$ cat src/rtl/prod_accum_frame.sv
// prod_accum_frame: sums a programmable-length frame of multiplier products
// into a wide accumulator and presents the frame sum on a held result port.
// Latency: the result is valid the cycle after the last product is accepted.
// Backpressure: prod_ready drops while a result waits for acc_ready. Nothing
// decoded from prod_valid or acc_ready reaches prod_ready or acc_valid.
// Ports:
//   clock, reset                 - rising-edge clock, synchronous active-high reset
//   prod_in/prod_valid/prod_ready - product stream in (valid/ready)
//   frame_len                    - products per frame, sampled on the first product
//   clear                        - synchronous abort of the partial frame and pending result
//   acc_out/acc_ovf/acc_valid/acc_ready - frame result out (valid/ready)
//   busy                         - a frame is being accumulated
module prod_accum_frame #(
  parameter int PROD_W = 32,
  parameter int ACC_W  = 40,
  parameter int CNT_W  = 8
) (
  input  logic              clock,
  input  logic              reset,
  input  logic [PROD_W-1:0] prod_in,
  input  logic              prod_valid,
  output logic              prod_ready,
  input  logic [CNT_W-1:0]  frame_len,
  input  logic              clear,
  output logic [ACC_W-1:0]  acc_out,
  output logic              acc_ovf,
  output logic              acc_valid,
  input  logic              acc_ready,
  output logic              busy
);

  typedef enum logic [1:0] {IDLE, ACCUM, HOLD} state_t;

  state_t           state;
  logic [ACC_W-1:0] acc;
  logic [CNT_W-1:0] cnt;
  logic [CNT_W-1:0] len_q;
  logic             ovf_q;

  logic [ACC_W-1:0] prod_ext;
  logic [ACC_W:0]   sum;
  logic             ovf_new;
  logic [CNT_W-1:0] len_eff;
  logic [CNT_W-1:0] cnt_inc;
  logic             take;

  always_comb begin
    prod_ext = ACC_W'(prod_in);
    // One extra bit captures the carry out of the accumulator.
    sum      = {1'b0, acc} + {1'b0, prod_ext};
    ovf_new  = ovf_q | sum[ACC_W];
    // A zero length would never terminate, so it behaves as a 1-product frame.
    len_eff  = (frame_len == '0) ? CNT_W'(1) : frame_len;
    cnt_inc  = cnt + CNT_W'(1);
    take     = prod_valid & prod_ready;
  end

  // prod_ready, acc_valid and busy are registered alongside the state so they
  // depend only on state. prod_ready stays low during reset and comes up on
  // the first edge after reset is released.
  always_ff @(posedge clock) begin
    if (reset) begin
      state      <= IDLE;
      acc        <= '0;
      cnt        <= '0;
      len_q      <= '0;
      ovf_q      <= 1'b0;
      acc_out    <= '0;
      acc_ovf    <= 1'b0;
      acc_valid  <= 1'b0;
      busy       <= 1'b0;
      prod_ready <= 1'b0;
    end else if (clear) begin
      // acc_out keeps its last value; acc_valid alone qualifies it.
      state      <= IDLE;
      acc        <= '0;
      cnt        <= '0;
      ovf_q      <= 1'b0;
      acc_valid  <= 1'b0;
      busy       <= 1'b0;
      prod_ready <= 1'b1;
    end else begin
      case (state)
        IDLE: begin
          prod_ready <= 1'b1;
          if (take) begin
            len_q <= len_eff;
            acc   <= prod_ext;
            cnt   <= CNT_W'(1);
            ovf_q <= 1'b0;
            if (len_eff == CNT_W'(1)) begin
              acc_out    <= prod_ext;
              acc_ovf    <= 1'b0;
              acc_valid  <= 1'b1;
              prod_ready <= 1'b0;
              state      <= HOLD;
            end else begin
              busy  <= 1'b1;
              state <= ACCUM;
            end
          end
        end
        ACCUM: begin
          // A low prod_valid is a stall: acc and cnt simply hold.
          if (take) begin
            acc   <= sum[ACC_W-1:0];
            ovf_q <= ovf_new;
            cnt   <= cnt_inc;
            if (cnt_inc == len_q) begin
              acc_out    <= sum[ACC_W-1:0];
              acc_ovf    <= ovf_new;
              acc_valid  <= 1'b1;
              busy       <= 1'b0;
              prod_ready <= 1'b0;
              state      <= HOLD;
            end
          end
        end
        HOLD: begin
          if (acc_ready) begin
            acc_valid  <= 1'b0;
            prod_ready <= 1'b1;
            state      <= IDLE;
          end
        end
        default: begin
          state      <= IDLE;
          acc_valid  <= 1'b0;
          busy       <= 1'b0;
          prod_ready <= 1'b1;
        end
      endcase
    end
  end

endmodule

$ cat config.mk
export PLATFORM = sky130hd
export DESIGN_NAME = prod_accum_frame
export DESIGN_NICKNAME = d
export VERILOG_FILES = /design/src/rtl/prod_accum_frame.sv
export SDC_FILE = /design/constraint.sdc
export NUM_CORES = 1
export LEC_CHECK = 0
export BUFFER_PORTS_ARGS = -buffer_cell sky130_fd_sc_hd__buf_2
export CORE_MARGIN = 2
export CORE_UTILIZATION = 30
export CTS_CLUSTER_DIAMETER = 30
export CTS_CLUSTER_SIZE = 8
export DETAILED_ROUTE_END_ITERATION = 6
export SETUP_SLACK_MARGIN = 0.1
export SYNTH_ARGS = -nofsm -noshare
export SYNTH_HDL_FRONTEND = slang
export SYNTH_SLANG_ARGS = --single-unit
$ cat constraint.sdc
create_clock -name clock -period 6.3 [get_ports clock]
set_clock_uncertainty 0.15 [all_clocks]
set_input_delay 0.315 -clock clock [delete_from_list [all_inputs] [get_ports clock]]
set_output_delay 0.315 -clock clock [all_outputs]
set_load 0.01 [all_outputs]
==> results.cfg <==
[run_status]
status = finished clean

[clock_network]
cts-root-buf = clkbuf_16
clock-sinks = 103
cts_made_buffers = 9
cts_tree = yes
cts.reportedPaths.clkPinSlew_ns = 0.07
h-tree-depth = 3
cts_hold_buf = 0
clockBufferDepth = 2
clk_latency_ns = 0.36
postCtsSetupBuffers = 0
postCtsResizedCells = 0

[yosys]
ys_ff_latch = 103
synth_commonest_cells = nor2_1 (115), dfxtp_1 (103), a21oi_1 (82), nand2_1 (61), o21ai_0 (52)
synth.top_cells.by_area = dfxtp_1 (32%), nor2_1 (6.7%), ha_1 (6.4%)
ys_seq_area_share_pct = 31.9
netlist_area_um2 = 6460
synth.distinct_cells = 69
yosysTopAreaCell = dfxtp_1
synth_ff_type = dfxtp_1
yosys.cell_count.top_type = nor2_1
synth_top_area_share_pct = 31.9
ys_warn_count = 0
async_flop_share_pct = 0
syn_inst = 816
syn-num-nets = 895
synth.avg_cell_area_um2 = 7.91
synth_edf_count = 0

[min_path]
whs_endpoint = len_q[4]
hp-start = frame_len[4]
min_path_type = in2reg
whs_path_depth = 3

[power]
peakVddDrop_uv = 114
p_leak_nw = 2.90
p_total_mw = 1.45
power_density_nw_per_um2 = 198

[grt]
grt_usage_pct = 16.3
grt_max_degree = 71
grt_pass1_vias = 5739
grt_pass1_wl_um = 29600
grt_overflow = 0
antenna_found_initial = 0

[layout]
fin_cells = 1145
antenna-diode-count = 0
syn_to_final_growth_pct = 14.0
final_nets = 944
drive_gt1_share_pct = 15.2

[detailed_routing]
wl_met2_um = 8110
viasPerCell = 5.25
highest_layer = met4
drt-pass1-iter-count = 5
ant_nets = 0
drt-total-wl_um = 17900
vias = 6010
route.detailed.drc = 0
wire_per_inst_um = 15.6
wl_met1_um = 8850
drt_iter0_drc = 295
route.met3.wl_um = 707

[timing]
setup_viol = 0
fmax_ghz = 0.297
setup_tns_ns = 0
min_period_ns = 3.36
slew_viol_final = 0
hold_viol_final = 0
tightest_slew_ns = 1.02
rsz0062_at_grt = false
period_share_pct = 53.4
maxSlewHeadroom_pct = 31.7

[worst_setup_path]
critPathRequiredTime_ns = 6.40
endpoint_kind = flop
ff2ff_path_depth = 9
worst_path_max_delay_cell = buf_4
rr_endpoint = acc_out[34]
critical_path_class = reg2reg
path_buf_inv = 1
critPathMaxFanout = 67
crit_chain = ha_1 > nand3_2 > a211oi_1 > o2111ai_1 > a2111oi_4 > o221a_2 > buf_4 > nor2_1 > a32o_1
rrSetupSlack_ns = 2.94
cp-start-kind = flop
worstPathArrival_ns = 3.46
max_stage_delay_ns = 0.55
timing.rr.start = cnt[0]
path_delay_family = compound AO/OA/AOI/OAI gates

[floorplanning]
die_y_um = 151
core_area_um2 = 21100
num_rows = 53
die-area_um2 = 22700
ios = 89
die_x_um = 151
start_util_pct = 30.6

[placement]
portBuffers = 88
finalWeightedCongestion = 0.879
dp.cells = 1129
dp_hpwl_um = 13000

[flow_run]
maxCapViolCount = 0
==> flip-flops by register name, indices dropped and copies added (netlist names) <==
register / flops
acc: 40
acc_out: 40
cnt: 8
len_q: 8
state: 2
acc_ovf: 1
acc_valid: 1
busy: 1
ovf_q: 1
prod_ready: 1
==> layout by cell type, fill, tap and decap left out, types with 3 or more instances in the layout <==
cell type  count
o21ai_1        3
a21o_1        16
inv_1         12
o211ai_1      10
mux2i_1       25
xor2_1        16
a21oi_1       82
nand3_1       19
xnor2_1       24
o21ai_0       52
or3_1          7
nor2_1       114
nand2b_1       8
nand3b_1       3
o21bai_1       6
ha_1          33
and3_1         6
nand4_1       11
dfxtp_1      103
a211oi_1      47
buf_2         88
o31ai_1        4
o21a_1         4
a21boi_0       5
nand2_1       61
buf_4          6
nor4_1         5
a31oi_1        8
nor3_1        17
nor2b_1        6
clkbuf_16      9
or2_2          3
and2_1         5
==> per-layer routing <==
layer,vias to the layer above,track usage (%)
met3,12,3.36
met2,122,26.5
met1,2816,22.4
met4,0,3.32
li1,3060,-
met5,-,0
==> power breakdown <==
| group | switching, mW | total [mW] | internal (mW) |
|---|---|---|---|
| combinational | 0.140 | 0.222 | 0.0813 |
| sequential | 0.00858 | 0.671 | 0.662 |
| clock | 0.266 | 0.562 | 0.296 |
| total | 0.415 | 1.45 | 1.04 |
==> how the worst max path moves through the flow <==
stage	from	end	slack, ns	depth (start not counted)
floorplan	acc[0]	acc[36]	3.53	11
global placement	cnt[0]	acc_out[34]	2.94	9
detailed placement	cnt[0]	acc_out[34]	2.90	9
CTS	cnt[0]	acc_out[34]	2.87	9
global route	cnt[0]	acc_out[34]	2.64	9
finish	cnt[0]	acc_out[34]	2.94	9
==> per-stage QoR <==
stage | hold WS [ns] | util [%] | cell area [µm²] | setup WS [ns]
finish | 0.0602 | 34.9 | 7360 | 2.94
global route | 0.0548 | 34.9 | 7360 | 2.64
CTS | 0.0494 | 34.9 | 7360 | 2.87
detailed placement | 0.300 | 33.5 | 7060 | 2.90
global placement | 0.291 | 33.5 | 7060 | 2.94
floorplan | 0.287 | - | 6460 | 3.53
==> cell families after synthesis <==
logic type / after synthesis / share of synthesized area (%)
xor gates and xnor gates: 41 / 5.68
buffers and inverters: 68 / 4.34
DFF: 103 / 31.9
and+or+nand+nor: 278 / 19.9
AOI/OAI and AO/OA: 265 / 27.2
adders and majority gates: 34 / 6.70
muxes: 27 / 4.22
==> area by class of cell <==
class | instances | area, µm²
repair buffers | 94 | 485
clock buffers | 12 | 256
flip-flops and latches | 103 | 2060
multi-input cells | 645 | 4130
inverters | 12 | 45.0
fillers | 2298 | 13700
well taps | 275 | 344
clock inverters | 4 | 37.5
==> worst reg2reg max path, stage by stage (launching register included) <==
cell and delay, ns:
dfxtp_1 0.45, ha_1 0.30, nand3_2 0.17, a211oi_1 0.24, o2111ai_1 0.20, a2111oi_4 0.36, o221a_2 0.23, buf_4 0.55
nor2_1 0.31, a32o_1 0.30
(Power assumes the default switching activity.)
